--- src/rtl/dll_pkg.sv ---
// dll_pkg: shared definitions for the DLL lock controller.
//   dll_state_t : controller state encoding (IDLE=0, COARSE=1, FINE=2, LOCKED=3)
//   DIR_UP/DIR_DN : phase-comparator direction values
package dll_pkg;

  typedef enum logic [1:0] {
    ST_IDLE   = 2'd0,
    ST_COARSE = 2'd1,
    ST_FINE   = 2'd2,
    ST_LOCKED = 2'd3
  } dll_state_t;

  localparam logic DIR_UP = 1'b1;  // delay too short, increase
  localparam logic DIR_DN = 1'b0;  // delay too long, decrease

endpackage

--- src/rtl/dll_settle_timer.sv ---
// dll_settle_timer: reloadable down-counter that paces comparator sampling.
//   Parameter SETTLE_CYC (>=2): cycles between ticks.
//   Ports:
//     clk     in  clock
//     rst     in  synchronous active-high reset (count cleared)
//     i_load  in  load SETTLE_CYC-1 (entry into the search)
//     i_run   in  count down while high
//     o_tick  out one-cycle pulse when the count is 0 while running;
//                 the counter reloads on the same edge
module dll_settle_timer #(
  parameter int unsigned SETTLE_CYC = 8
) (
  input  logic clk,
  input  logic rst,
  input  logic i_load,
  input  logic i_run,
  output logic o_tick
);

  localparam int unsigned CNT_W = $clog2(SETTLE_CYC);
  localparam logic [CNT_W-1:0] RELOAD = CNT_W'(SETTLE_CYC - 1);

  logic [CNT_W-1:0] r_cnt;

  always_ff @(posedge clk) begin
    if (rst) begin
      r_cnt <= '0;
    end else if (i_load) begin
      r_cnt <= RELOAD;
    end else if (i_run) begin
      if (r_cnt == '0) r_cnt <= RELOAD;
      else             r_cnt <= r_cnt - 1'b1;
    end
  end

  assign o_tick = i_run && (r_cnt == '0);

endmodule

--- src/rtl/dll_lock_ctrl.sv ---
// dll_lock_ctrl: DLL lock controller. Coarse binary-direction search, then
// fine thermometer tracking with carry/borrow into the coarse code, lock
// after LOCK_TOGGLES consecutive direction reversals.
//   Ports:
//     clk          in  clock
//     rst          in  synchronous active-high reset
//     en           in  run controller; low returns to IDLE
//     comp_in      in  phase comparator (1 = increase delay, 0 = decrease)
//     coarse_code  out coarse delay select (registered)
//     fine_code    out fine thermometer code, LSB-filled (registered)
//     locked       out lock indication (registered)
//     busy         out state is COARSE or FINE (combinational)
//     sat_err      out sticky coarse saturation flag (registered)
//   Build option: define DLL_LOCK_HYST_EN to unlock on UNLOCK_LIMIT
//   consecutive same-direction ticks instead of on any carry/borrow.
module dll_lock_ctrl
  import dll_pkg::*;
#(
  parameter int unsigned COARSE_W     = 5,
  parameter int unsigned FINE_W       = 16,
  parameter int unsigned SETTLE_CYC   = 8,
  parameter int unsigned LOCK_TOGGLES = 4,
  parameter int unsigned UNLOCK_LIMIT = 4
) (
  input  logic                clk,
  input  logic                rst,
  input  logic                en,
  input  logic                comp_in,
  output logic [COARSE_W-1:0] coarse_code,
  output logic [FINE_W-1:0]   fine_code,
  output logic                locked,
  output logic                busy,
  output logic                sat_err
);

  localparam logic [COARSE_W-1:0] COARSE_MID = {1'b1, {(COARSE_W-1){1'b0}}};
  localparam logic [FINE_W-1:0]   FINE_HALF  =
    {{(FINE_W - FINE_W/2){1'b0}}, {(FINE_W/2){1'b1}}};
  localparam int unsigned TOG_W = $clog2(LOCK_TOGGLES + 1);

  dll_state_t          r_state, w_state_nx;
  logic [COARSE_W-1:0] r_coarse, w_coarse_nx;
  logic [FINE_W-1:0]   r_fine, w_fine_nx;
  logic                r_locked, w_locked_nx;
  logic                r_sat, w_sat_nx;
  logic                r_dir0, w_dir0_nx;
  logic                r_first, w_first_nx;
  logic                r_prev, w_prev_nx;
  logic [TOG_W-1:0]    r_tog, w_tog_nx, w_tog_inc;
  logic                w_wrap;
  logic                w_tick, w_load, w_run;

`ifdef DLL_LOCK_HYST_EN
  localparam int unsigned RUN_W = $clog2(UNLOCK_LIMIT + 1);
  logic [RUN_W-1:0] r_run, w_run_nx, w_run_inc;
`endif

  assign w_load = (r_state == ST_IDLE) && en;
  assign w_run  = (r_state != ST_IDLE) && en;

  dll_settle_timer #(
    .SETTLE_CYC(SETTLE_CYC)
  ) u_timer (
    .clk    (clk),
    .rst    (rst),
    .i_load (w_load),
    .i_run  (w_run),
    .o_tick (w_tick)
  );

  always_comb begin
    w_state_nx  = r_state;
    w_coarse_nx = r_coarse;
    w_fine_nx   = r_fine;
    w_locked_nx = r_locked;
    w_sat_nx    = r_sat;
    w_dir0_nx   = r_dir0;
    w_first_nx  = r_first;
    w_prev_nx   = r_prev;
    w_tog_nx    = r_tog;
    w_tog_inc   = '0;
    w_wrap      = 1'b0;
`ifdef DLL_LOCK_HYST_EN
    w_run_nx    = r_run;
    w_run_inc   = '0;
`endif

    if (!en) begin
      w_state_nx  = ST_IDLE;
      w_locked_nx = 1'b0;
      w_sat_nx    = 1'b0;
    end else begin
      unique case (r_state)
        ST_IDLE: begin
          w_state_nx = ST_COARSE;
          w_first_nx = 1'b1;
        end

        ST_COARSE: begin
          if (w_tick) begin
            w_prev_nx = comp_in;
            if (r_first || (comp_in == r_dir0)) begin
              w_first_nx = 1'b0;
              if (r_first) w_dir0_nx = comp_in;
              if (comp_in == DIR_UP) begin
                if (r_coarse == '1) w_sat_nx = 1'b1;
                else                w_coarse_nx = r_coarse + 1'b1;
              end else begin
                if (r_coarse == '0) w_sat_nx = 1'b1;
                else                w_coarse_nx = r_coarse - 1'b1;
              end
            end else begin
              w_state_nx = ST_FINE;
              w_fine_nx  = FINE_HALF;
              w_tog_nx   = '0;
            end
          end
        end

        ST_FINE, ST_LOCKED: begin
          if (w_tick) begin
            w_prev_nx = comp_in;
            // Fine thermometer step; overflow either way spills into coarse.
            if (comp_in == DIR_UP) begin
              if (&r_fine) begin
                w_wrap = 1'b1;
                if (r_coarse == '1) begin
                  w_sat_nx = 1'b1;
                end else begin
                  w_fine_nx   = '0;
                  w_coarse_nx = r_coarse + 1'b1;
                end
              end else begin
                w_fine_nx = {r_fine[FINE_W-2:0], 1'b1};
              end
            end else begin
              if (r_fine == '0) begin
                w_wrap = 1'b1;
                if (r_coarse == '0) begin
                  w_sat_nx = 1'b1;
                end else begin
                  w_fine_nx   = '1;
                  w_coarse_nx = r_coarse - 1'b1;
                end
              end else begin
                w_fine_nx = {1'b0, r_fine[FINE_W-1:1]};
              end
            end

            if (r_state == ST_FINE) begin
              w_tog_inc = (comp_in != r_prev) ? r_tog + 1'b1 : '0;
              w_tog_nx  = w_tog_inc;
              if (w_tog_inc == TOG_W'(LOCK_TOGGLES)) begin
                w_state_nx  = ST_LOCKED;
                w_locked_nx = 1'b1;
`ifdef DLL_LOCK_HYST_EN
                w_run_nx    = '0;
`endif
              end
            end else begin
`ifdef DLL_LOCK_HYST_EN
              // A reversal starts a new run of length one.
              w_run_inc = (comp_in != r_prev) ? RUN_W'(1) : r_run + 1'b1;
              w_run_nx  = w_run_inc;
              if (w_run_inc == RUN_W'(UNLOCK_LIMIT)) begin
                w_state_nx  = ST_FINE;
                w_locked_nx = 1'b0;
                w_tog_nx    = '0;
              end
`else
              if (w_wrap) begin
                w_state_nx  = ST_FINE;
                w_locked_nx = 1'b0;
                w_tog_nx    = '0;
              end
`endif
            end
          end
        end

        default: w_state_nx = ST_IDLE;
      endcase
    end
  end

  always_ff @(posedge clk) begin
    if (rst) begin
      r_state  <= ST_IDLE;
      r_coarse <= COARSE_MID;
      r_fine   <= '0;
      r_locked <= 1'b0;
      r_sat    <= 1'b0;
      r_dir0   <= 1'b0;
      r_first  <= 1'b0;
      r_prev   <= 1'b0;
      r_tog    <= '0;
`ifdef DLL_LOCK_HYST_EN
      r_run    <= '0;
`endif
    end else begin
      r_state  <= w_state_nx;
      r_coarse <= w_coarse_nx;
      r_fine   <= w_fine_nx;
      r_locked <= w_locked_nx;
      r_sat    <= w_sat_nx;
      r_dir0   <= w_dir0_nx;
      r_first  <= w_first_nx;
      r_prev   <= w_prev_nx;
      r_tog    <= w_tog_nx;
`ifdef DLL_LOCK_HYST_EN
      r_run    <= w_run_nx;
`endif
    end
  end

  assign coarse_code = r_coarse;
  assign fine_code   = r_fine;
  assign locked      = r_locked;
  assign sat_err     = r_sat;
  assign busy        = (r_state == ST_COARSE) || (r_state == ST_FINE);

endmodule

--- config.mk ---
export PLATFORM = sky130hd
export DESIGN_NAME = dll_lock_ctrl
export DESIGN_NICKNAME = d
export VERILOG_FILES = /design/src/rtl/dll_pkg.sv /design/src/rtl/dll_settle_timer.sv /design/src/rtl/dll_lock_ctrl.sv
export SDC_FILE = /design/constraint.sdc
export NUM_CORES = 1
export LEC_CHECK = 0
export BUFFER_PORTS_ARGS = -buffer_cell sky130_fd_sc_hd__buf_2
export CAP_MARGIN = 10
export CORE_MARGIN = 2
export CORE_UTILIZATION = 50
export DETAILED_ROUTE_END_ITERATION = 8
export HOLD_SLACK_MARGIN = 0.05
export PLACE_DENSITY = 0.75
export SETUP_SLACK_MARGIN = 0.15
export SYNTH_ARGS = -nofsm -noshare
export SYNTH_HDL_FRONTEND = slang
export SYNTH_SLANG_ARGS = --single-unit
--- constraint.sdc ---
create_clock -name clk -period 2.1 [get_ports clk]
set_input_delay 0 -clock clk [delete_from_list [all_inputs] [get_ports clk]]
set_output_delay 0 -clock clk [all_outputs]
set_load 0.03 [all_outputs]
; Yosys cells after proc, flatten, opt, wreduce, memory -nomap -nowiden
; Cells that the tools add are included.
[word_totals]
register_bits = 34
word_cells = 118
out_inout_bits = 24
in_bits = 4
[op_classes]
bitwise = 1
n_reduce_logical = 27
n_addsub = 4
eq_ne = 18
muxes = 58
[ops]
columns = cell, count
row1 = $mux 16, 8
row2 = $mux 5, 9
row3 = $pmux 16 s2, 1
row4 = $mux 3, 9
row5 = $mux 1, 20
row6 = $logic_not 16->1, 1
row7 = $reduce_and 16->1, 1
row8 = $reduce_and 7->1, 2
row9 = $mux 2, 6
row10 = $ne 3x3->1 const B, 4
row11 = $reduce_and 6->1, 2
row12 = $pmux 5 s2, 1
row13 = $reduce_and 5->1, 2
row14 = $reduce_bool 2->1, 5
row15 = $ne 4x4->1 const B, 2
row16 = $reduce_and 4->1, 2
row17 = $ne 2x2->1 const B, 3
row18 = $pmux 2 s3, 1
row19 = $pmux 3 s2, 1
row20 = $add 5x1->5 const B, 1
row21 = $eq 5x5->1 const B, 1
row22 = $logic_not 5->1, 1
row23 = $sub 5x1->5 const B, 1
row24 = $eq 2x2->1 const B, 2
row25 = 16 further kinds, 22

; Logic depth before layout (Yosys ltp)
; Gate-level depths: netlist (run 1).
[logic_depth]
word_depth = 10
mapped_depth = 9
ltp_nobuf = 8

; By module
; From an unflattened synthesis (run 1), not the netlist that was laid out.
[hier_totals]
hier_cells = 242
hier_area_um2 = 2138.3
[by_module_without_submodules]
columns = mod, instances, cells_per_inst, seq_area_each_um2, area_per_inst_um2
row1 = dll_lock_ctrl, 1, 222, 620.6, 1960.6
row2 = dll_settle_timer, 1, 20, 60.1, 177.7

; Worst setup path after synthesis (run 1)
; Ideal clock, no wire load.
[synth_path]
kind = register to register
start = reg r_fine[13], in the netlist fine_code[13]
end = reg r_coarse[0], in the netlist coarse_code[0]
setup_ns = 0.070
period_less_slack_ns = 2.206
setup_slack_ns = -0.106
t_arrival_ns = 2.137
required_time_ns = 2.030
path_stages_with_launch = 6
n_path_buf = 0
path_cell_list = dfxtp_1 -> nand4_1 -> or4_4 -> a22o_4 -> or4_1 -> a21oi_1
[synth_via]
elab_chain_len = 3
elab_cells_between_ends = 5
classes_between = eq/ne: 2 / reduce/logical: 3
[synth_rtl]
columns = item, line
row1 = from (decl), dll_lock_ctrl.sv:43  ; logic [FINE_W-1:0] r_fine, w_fine_nx;
row2 = from (signal assigned), dll_lock_ctrl.sv:203  ; r_fine <= w_fine_nx;
row3 = $reduce_and 16->1 / $logic_not 16->1 (equally long branches), "dll_lock_ctrl.sv:125, dll_lock_ctrl.sv:137"
row4 = $ne 3x3->1 (no source line), --
row5 = $reduce_and 7->1 (no source line) (*), --
row6 = to (signal assigned), dll_lock_ctrl.sv:202  ; r_coarse <= w_coarse_nx;
row7 = to (decl), dll_lock_ctrl.sv:42  ; logic [COARSE_W-1:0] r_coarse, w_coarse_nx;
; Every way passes the cells marked *; elsewhere a longest branch is shown, timed or not.
; A chain may end at the register's enable or synchronous reset.

; Final worst setup path (run 1)
[layout_path]
start = reg r_fine[2], in the netlist fine_code[2]
end = reg r_coarse[0], in the netlist coarse_code[0]
; The elaborated chain is that of the path after synthesis.

==> summary.txt, run 1 <==
Status
  • Status: completed

Setup path
  • WS Path Type: reg2reg
  • CP bufs+invs: 0
  • CP peak stage delay: 560 ps
  • Crit-path leading delay family: simple AND/OR/NAND/NOR gates
  • Crit-path max FO: 5
  • Crit path cell chain: nand4_1, or4_4, a22o_4, or4_4, a21oi_2
  • Most frequent CP cell: or4_4
  • Slowest CP cell: or4_4
  • Req. time, crit path: 2320 ps
  • CP endpoint kind: flip-flop
  • Type of origin of the critical path: flip-flop
  • WP data arrival: 2170 ps

Floorplan
  • Die width: 69.4 microns
  • Die area: 0.00482 sq mm
  • Row Count: 23
  • Die height: 69.4 microns
  • Core ar.: 0.00406 sq mm
  • I/O pins: 28
  • Starting Density: 0.527

CTS
  • Latest clock arrival within the worst-skew pair: 290 ps
  • H-tree level count: 2
  • Sinks on Clock Net: 34
  • Reg clk slew, reported paths: 80 ps
  • CTS Buffer Depth: 2
  • Clock tree from TritonCTS: yes
  • Clock root buffer: clkbuf_8
  • CTS Buf Count: 5

Yosys
  • Post-synth cell types: 51
  • Synth Cell Area: 0.00214 sq mm
  • Register bit count reported by yosys: 34
  • Syn Nets: 268
  • Yosys top cell area share: 0.318
  • Synthesis Warnings: 0
  • Register area share after synthesis: 0.318
  • Async SR Flop Fraction: 0
  • Cells after Synth: 252
  • Synth area leaders: dfxtp_1 32%, ha_1 6.4%, mux2i_1 6.1%, o21ai_0 4.4%, nand2_1 4.2%
  • Top cells by count, synth: 34 x dfxtp_1, 24 x nand2_1, 19 x o21ai_0
  • Syn_area_per_cell: 8.49 sq um
  • Most common cell in the netlist: dfxtp_1
  • Area leader, netlist: dfxtp_1
  • Ys flop type: dfxtp_1
  • Count of flip-flops with a built-in enable after synthesis: 0

Timing
  • Setup ws final: 153 ps
  • Final setup viols: 0
  • Crit share post-route: 0.927
  • Setup_tns: 0 ps
  • Minimum clock period: 1950 ps
  • FMAX: 514 MHz
  • Slew of the pin with the lowest slew margin: 489 ps
  • Final Hold Vio Count: 0
  • RSZ-0062 raised after global routing: true
  • Clk_skew: 14.1 ps
  • Worst slew margin: 0.674
  • Max Slew Vio Count: 0

Power
  • Sw Pwr: 0.526 mW
  • VDD IR max: 509 uV
  • Cell internal pwr: 1.08 mW
  • P_leak: 1.21 nW
  • Clock network fraction of total power: 0.291
  • Combinational power share: 0.279
  • Net Sw Frac: 0.326
  • Share of power burned in registers: 0.430
  • PwrDens: 556 mW/mm^2

Layout
  • Fillers: 322
  • P&R area growth vs syn: 35.5%
  • Share of cells above drive strength 1: 0.429
  • Antenna diode count: 0
  • Fin cells: 365
  • Nets: 330

Global route
  • Gr usage total: 0.225
  • Via count of the first global-routing pass: 1,881
  • First-pass GRT wire length: 8.88 mm
  • Initial antenna violation count: 0
  • Total gr overflow: 0
  • Largest net degree at the start of global routing: 19

Drt
  • Detailed Route Iter0 Violations: 278
  • Post-Route WL: 5.65 mm
  • Wire per inst: 15.5 microns
  • DRC: 0
  • Detail Route Antenna Nets: 0
  • Vias per inst: 5.97
  • TritonRoute pass-1 iters: 4
  • Vias: 2,180

Min path
  • Type of the most critical hold path: in2reg

Place
  • PortBufs: 27
  • Pre-CTS setup slack: 67.8 ps
  • Cells after DPL: 337
  • Final Wtd Congestion: 0.856
  • HPWL after DPL: 3.64 mm

Flow run
  • Number of max-cap violations: 0
==> area by class of cell <==
type	instances	area [sq um]	area share
Timing Repair Buffer	69	457	0.158
Clock buffer	6	72.6	0.0250
Tap cell	50	62.6	0.0216
Multi-Input combinational cell	192	1510	0.521
Sequential cell	34	742	0.256
Clock inverter	2	10.0	0.00345
Inverter	12	45.0	0.0155
==> through the flow <==
stage	power, mW	cell area, sq um	hold WS (ps)	util
2_1_floorplan	0.983	2200	350	-
3_3_place_gp	1.09	2480	339	0.611
3_5_place_dp	1.09	2480	343	0.611
4_1_cts	1.57	2710	66.2	0.667
5_1_grt	1.70	2900	114	0.714
6_report	1.61	2900	100	0.714
==> flip-flops by register name, indices dropped and copies added (netlist names) <==
signal and cells:
fine_code 16, coarse_code 5, r_tog 3, u_timer.r_cnt 3, r_state 2, locked 1, r_dir0 1, r_first 1
r_prev 1, sat_err 1
==> final timing paths <==
kind / startpoint / endpoint / slack, ps / cells after the start
max: fine_code[2] / coarse_code[0] / 150 / 5
min: rst / coarse_code[0] / 100 / 2
max reg2reg: fine_code[2] / coarse_code[0] / 150 / 5
min reg2reg: sat_err / sat_err / 460 / 1
==> what timing repair did <==
item | CTS | global route
cloned | 0 | 0
endpoints found under the setup margin | 16 | 27
pin swaps | 7 | 17
gates resized for setup | 13 | 31
setup buffers | 11 | 8
hold endpoints to repair | 2 | 0
hold buffers | 1 | 0
==> kinds of logic after synthesis <==
family | Yosys count | synth area share
AND/OR/NAND/NOR | 84 | 0.210
AO/OA/AOI/OAI | 77 | 0.254
flip-flops | 34 | 0.318
buffers and inverters | 26 | 0.0585
multiplexers | 13 | 0.0608
adder cells (fa/ha/maj) | 12 | 0.0737
XOR/XNOR | 6 | 0.0246
==> cell usage in the layout (no fill, tap or decap), types with 3 or more instances in the layout <==
master,instances
buf_4,40
buf_2,27
nand2_1,24
o21ai_0,19
nor2_1,14
dfxtp_4,14
mux2i_1,13
dfxtp_1,13
a21oi_1,12
or3_1,8
nand4_1,7
o221a_2,7
nor3_1,7
o211ai_1,7
dfxtp_2,7
inv_1,6
nor4_2,5
xnor2_1,5
o21a_1,5
ha_1,5
clkbuf_8,5
inv_2,4
ha_4,4
or4_4,3
a31oi_1,3
==> power by group through the flow <==
stage,clock network [mW],registers [mW],logic (mW)
after floorplan,0,0.735,0.248
after global placement,0,0.711,0.375
after detailed placement,0,0.711,0.382
after CTS,0.480,0.689,0.406
after global routing,0.520,0.696,0.489
final,0.468,0.693,0.449
==> routing by layer <==
metal	GRT usage	vias to the layer above	part of all wire
met5	0	-	0
met4	0.0632	0	0.010
met3	0.0494	6	0.055
met2	0.351	64	0.48
met1	0.312	1038	0.46
li1	-	1072	-
Power figures use the tool's default switching activity.
==> run 2: changes to the inputs <==
- PLACE_DENSITY: 0.75 -> 0.73
- TNS_END_PERCENT: not set -> 5
- clock period: 2.1 -> 2.3 ns (I/O delays scaled with it)
==> run 2 against run 1 <==
Effect of this change:
- register-to-register slack improved by 50 ps
- first-iteration DRC count decreased by 38%
- critical path type unchanged
- worst hold slack lost 12 ps
==> summary.txt, run 2 (synthesis gave the netlist of run 1 again) <==
Status
  • Status: completed

Min path
  • Type of the most critical hold path: in2reg

Timing
  • RSZ-0062 raised after global routing: true
  • Minimum clock period: 2100 ps
  • Slew of the pin with the lowest slew margin: 428 ps
  • Worst slew margin: 0.713
  • Setup_tns: 0 ps
  • Hold WS: 88.0 ps
  • Clk_skew: 11.8 ps
  • Max Slew Vio Count: 0
  • Final setup viols: 0
  • Crit share post-route: 0.912
  • Final Hold Vio Count: 0
  • FMAX: 477 MHz

Floorplan
  • Die area: 0.00482 sq mm
  • I/O pins: 28
  • Die height: 69.4 microns
  • Row Count: 23
  • Die width: 69.4 microns
  • Starting Density: 0.527
  • Core ar.: 0.00406 sq mm

Flow run
  • Number of max-cap violations: 0

CTS
  • CTS Buf Count: 5
  • Clock tree from TritonCTS: yes
  • Reg clk slew, reported paths: 80 ps
  • CTS Buffer Depth: 2
  • Sinks on Clock Net: 34
  • H-tree level count: 2
  • Latest clock arrival within the worst-skew pair: 300 ps
  • Clock root buffer: clkbuf_8

Layout
  • Most frequent cells in the layout: 27 x buf_2, 24 x nand2_1, 20 x dfxtp_1
  • Antenna diode count: 0
  • Number of flip-flops in the largest register: 16
  • Most common cell after layout, fill and taps aside: buf_2
  • P&R area growth vs syn: 16.7%
  • Share of cells above drive strength 1: 0.269
  • Nets: 301

Global route
  • First-pass GRT wire length: 8.65 mm
  • Met2 usage: 0.376
  • Total gr overflow: 0
  • Via count of the first global-routing pass: 1,852
  • Met1 global-route usage: 0.265
  • Initial antenna violation count: 0
  • Gr usage total: 0.218
  • Grt peak-use layer: met2
  • Met3 Track Usage GR: 0.0596
  • Largest net degree at the start of global routing: 18

Place
  • Final Wtd Congestion: 0.860
  • HPWL after DPL: 3.53 mm
  • PortBufs: 27

Drt
  • Detail Route Antenna Nets: 0
  • Detailed Route Iter0 Violations: 173
  • Vias: 1,993
  • Wire per inst: 14.9 microns
  • TritonRoute pass-1 iters: 4
  • Vias per inst: 5.93
  • Post-Route WL: 5.02 mm
  • DRC: 0

Power
  • Power Total: 1.44 mW
  • VDD IR max: 421 uV
  • P_leak: 1.04 nW
  • PwrDens: 578 mW/mm^2

Setup path
  • WP data arrival: 2320 ps
  • Crit-path max FO: 7
  • Type of origin of the critical path: flip-flop
  • CP endpoint kind: flip-flop
  • Req. time, crit path: 2530 ps
  • WS Path Type: reg2reg
[run 2: cell types whose count changed in the layout (fill, tap and decap cells not counted), sizes merged]
cell,change
clkbuf,+1
clkinv,-1
buf,-29
[run 2: path summary, 6_finish.rpt]
check,from,to,slack [ps],cells past startpoint
max,fine_code[3],coarse_code[0],200,5
min,rst,r_prev,90,2
max reg2reg,fine_code[3],coarse_code[0],200,5
min reg2reg,u_timer.r_cnt[0],u_timer.r_cnt[0],470,1
[run 2: worst max-delay path: stages (launching register included)]
cell,delay (ps)
dfxtp_2,380
nand4_1,150
or4_4,580
a22o_4,270
or4_1,500
a21oi_1,140
[run 2: what timing repair did]
item | CTS | global route
endpoints found under the setup margin | 0 | 20
hold buffers | 1 | 0
buffers inserted | 0 | 0
endpoints found under the hold margin | 3 | 0
resized for setup | 0 | 10
[run 2: routing by layer]
metal / wire length, microns / share of wire
met1: 2340 / 0.47
met2: 2350 / 0.47
met3: 262 / 0.052
met4: 59 / 0.012
met5: 0 / 0
[run 2: metrics by stage]
stage / std cells / worst slack [ps] / util / area, sq um
after detailed placement: 327 / 175 / 0.582 / 2360
final: 336 / 202 / 0.615 / 2500
after global routing: 336 / 92.6 / 0.615 / 2500
after global placement: 327 / 204 / 0.582 / 2360
after CTS: 336 / 160 / 0.607 / 2460
after floorplan: 252 / 160 / - / 2150
[run 2: cell type report]
type / count / area [sq um]
Sequential cell: 34 / 698
Inverter: 12 / 45.0
Fill cell: 373 / 1560
Clock buffer: 7 / 86.3
Clock inverter: 1 / 5.00
Multi-Input combinational cell: 192 / 1360
Timing Repair Buffer: 40 / 235
Tap cell: 50 / 62.6
[run 2: where the power goes]
part / switching (mW) / internal, mW
Clock: 0.221 / 0.241
Combinational: 0.200 / 0.137
Sequential: 0.0294 / 0.614
Total: 0.451 / 0.993
==> run 3: changes to the inputs <==
- CORE_UTILIZATION: 50 -> 35
- PLACE_DENSITY: 0.73 -> 0.55
==> run 3 against run 2 <==
Effect of this change:
- setup slack lost 4.2 ps
- clock power is essentially flat
- count of clock-buffer cells in the layout did not move
- cell count rose by 7.1%
- non-clock buffer count shrank 1
- critical path type unchanged
- critical endpoint is now r_state[0]
- largest cell class unchanged
- highest routed layer unchanged
==> summary.txt, run 3 (synthesis gave the netlist of run 1 again) <==
Floorplan
  • Core ar.: 0.00592 sq mm
  • Row Count: 28
  • Die height: 82.2 microns
  • Die width: 82.2 microns
  • Starting Density: 0.361
  • I/O pins: 28
  • Die area: 0.00675 sq mm

Setup path
  • Slowest CP cell: or4b_1
  • CP peak stage delay: 580 ps
  • Req. time, crit path: 2520 ps
  • Type of origin of the critical path: flip-flop
  • WP data arrival: 2320 ps
  • CP endpoint kind: flip-flop
  • Crit-path max FO: 3
  • WS Path Type: reg2reg
  • Crit path cell chain: ha_1, xnor2_1, or4b_1, o21a_1, a311oi_1, buf_4, mux2i_1

CTS
  • CTS Buf Count: 5
  • Clock tree from TritonCTS: yes
  • Reg clk slew, reported paths: 70 ps
  • Clock root buffer: clkbuf_8
  • Latest clock arrival within the worst-skew pair: 290 ps
  • Sinks on Clock Net: 34
  • H-tree level count: 2
  • CTS Buffer Depth: 2

Min path
  • Type of the most critical hold path: in2reg

Timing
  • Hold WS: 85.2 ps
  • Crit share post-route: 0.914
  • Final setup viols: 0
  • Final Hold Vio Count: 0
  • Worst slew margin: 0.612
  • FMAX: 476 MHz
  • Setup ws final: 198 ps
  • Max Slew Vio Count: 0
  • Clk_skew: 4.43 ps
  • Setup_tns: 0 ps
  • RSZ-0062 raised after global routing: true
  • Slew of the pin with the lowest slew margin: 581 ps
  • Minimum clock period: 2100 ps

Global route
  • Total gr overflow: 0
  • Initial antenna violation count: 0
  • Largest net degree at the start of global routing: 21
  • Via count of the first global-routing pass: 1,861
  • Gr usage total: 0.175
  • First-pass GRT wire length: 9.16 mm

Drt
  • DRC: 0
  • Vias: 1,993
  • Detailed Route Iter0 Violations: 136
  • Vias per inst: 5.54
  • Detail Route Antenna Nets: 0
  • Wire per inst: 14.8 microns
  • Post-Route WL: 5.31 mm
  • TritonRoute pass-1 iters: 7

Place
  • Pre-CTS setup slack: 58.0 ps
  • PortBufs: 27
  • HPWL after DPL: 3.77 mm
  • Final Wtd Congestion: 0.791
  • Cells after DPL: 350

Layout
  • Register area: 694 sq um
  • Share of cells above drive strength 1: 0.263
  • Nets: 300
  • Antenna diode count: 0
  • Fin cells: 360
  • Fillers: 609
  • Number of flip-flops in the largest register: 16
  • Most common cell after layout, fill and taps aside: buf_2
  • P&R area growth vs syn: 17.5%
  • Most frequent cells in the layout: 27 x buf_2, 23 x nand2_1, 23 x dfxtp_1
  • Multi-input logic area: 0.00136 sq mm

Power
  • P_leak: 1.03 nW
  • Cell internal pwr: 0.992 mW
  • Clock network fraction of total power: 0.321
  • PwrDens: 577 mW/mm^2
  • Net Sw Frac: 0.316
  • Combinational power share: 0.234
  • Share of power burned in registers: 0.445
  • Sw Pwr: 0.458 mW
  • VDD IR max: 323 uV

Flow run
  • Number of max-cap violations: 0

Status
  • Status: completed
-- run 3: worst max-delay path, delay by kind of cell, from the launching register on --
kind                     cells  cell delay (ps)
adder cells (fa/ha/maj)      1              250
AO/OA/AOI/OAI                2              400
buffers and inverters        1              170
flip-flops                   1              330
multiplexers                 1              170
XOR/XNOR                     1              140
AND/OR/NAND/NOR              1              580
-- run 3: cell type report --
type                    instances  share of cell area
flip-flops and latches         34               0.276
multi-input cells             192               0.542
inverters                      12              0.0179
well taps                      75              0.0373
repair buffers                 39              0.0906
clock buffers                   7              0.0343
clock inverters                 1             0.00199
-- run 3: per-layer routing --
layer / up-vias / global-route usage / share of wire
met3: 7 / 0.0370 / 0.043
li1: 1011 / - / -
met2: 41 / 0.264 / 0.45
met1: 934 / 0.248 / 0.49
met4: 0 / 0.0567 / 0.013
met5: - / 0 / 0
-- run 3: worst paths after layout --
| kind | startpoint | to | slack, ps | cells after the start |
|---|---|---|---|---|
| min reg2reg | u_timer.r_cnt[0] | u_timer.r_cnt[0] | 460 | 1 |
| max reg2reg | r_tog[0] | r_state[0] | 200 | 7 |
| max | r_tog[0] | r_state[0] | 200 | 7 |
| min | rst | r_prev | 90 | 2 |
-- run 3: what timing repair did --
| action | in CTS | in global routing |
|---|---|---|
| setup buffers | 0 | 1 |
| endpoints found under the setup margin | 18 | 23 |
| hold endpoints to repair | 3 | 0 |
| hold buffers | 1 | 0 |
| gates resized for setup | 3 | 5 |
-- run 3: stage by stage --
stage / util / area [sq um] / power [mW]
after floorplan: - / 2150 / 0.898
after global placement: 0.402 / 2380 / 0.993
after detailed placement: 0.402 / 2380 / 0.992
after CTS: 0.420 / 2490 / 1.47
after global routing: 0.425 / 2510 / 1.54
final: 0.425 / 2510 / 1.45
-- run 3: power groups by stage --
stage / Combinational [mW] / Sequential (mW) / Clock, mW
after detailed placement: 0.334 / 0.658 / 0
after CTS: 0.339 / 0.645 / 0.482
after global placement: 0.336 / 0.657 / 0
after floorplan: 0.222 / 0.676 / 0
after global routing: 0.382 / 0.650 / 0.511
final: 0.340 / 0.645 / 0.465
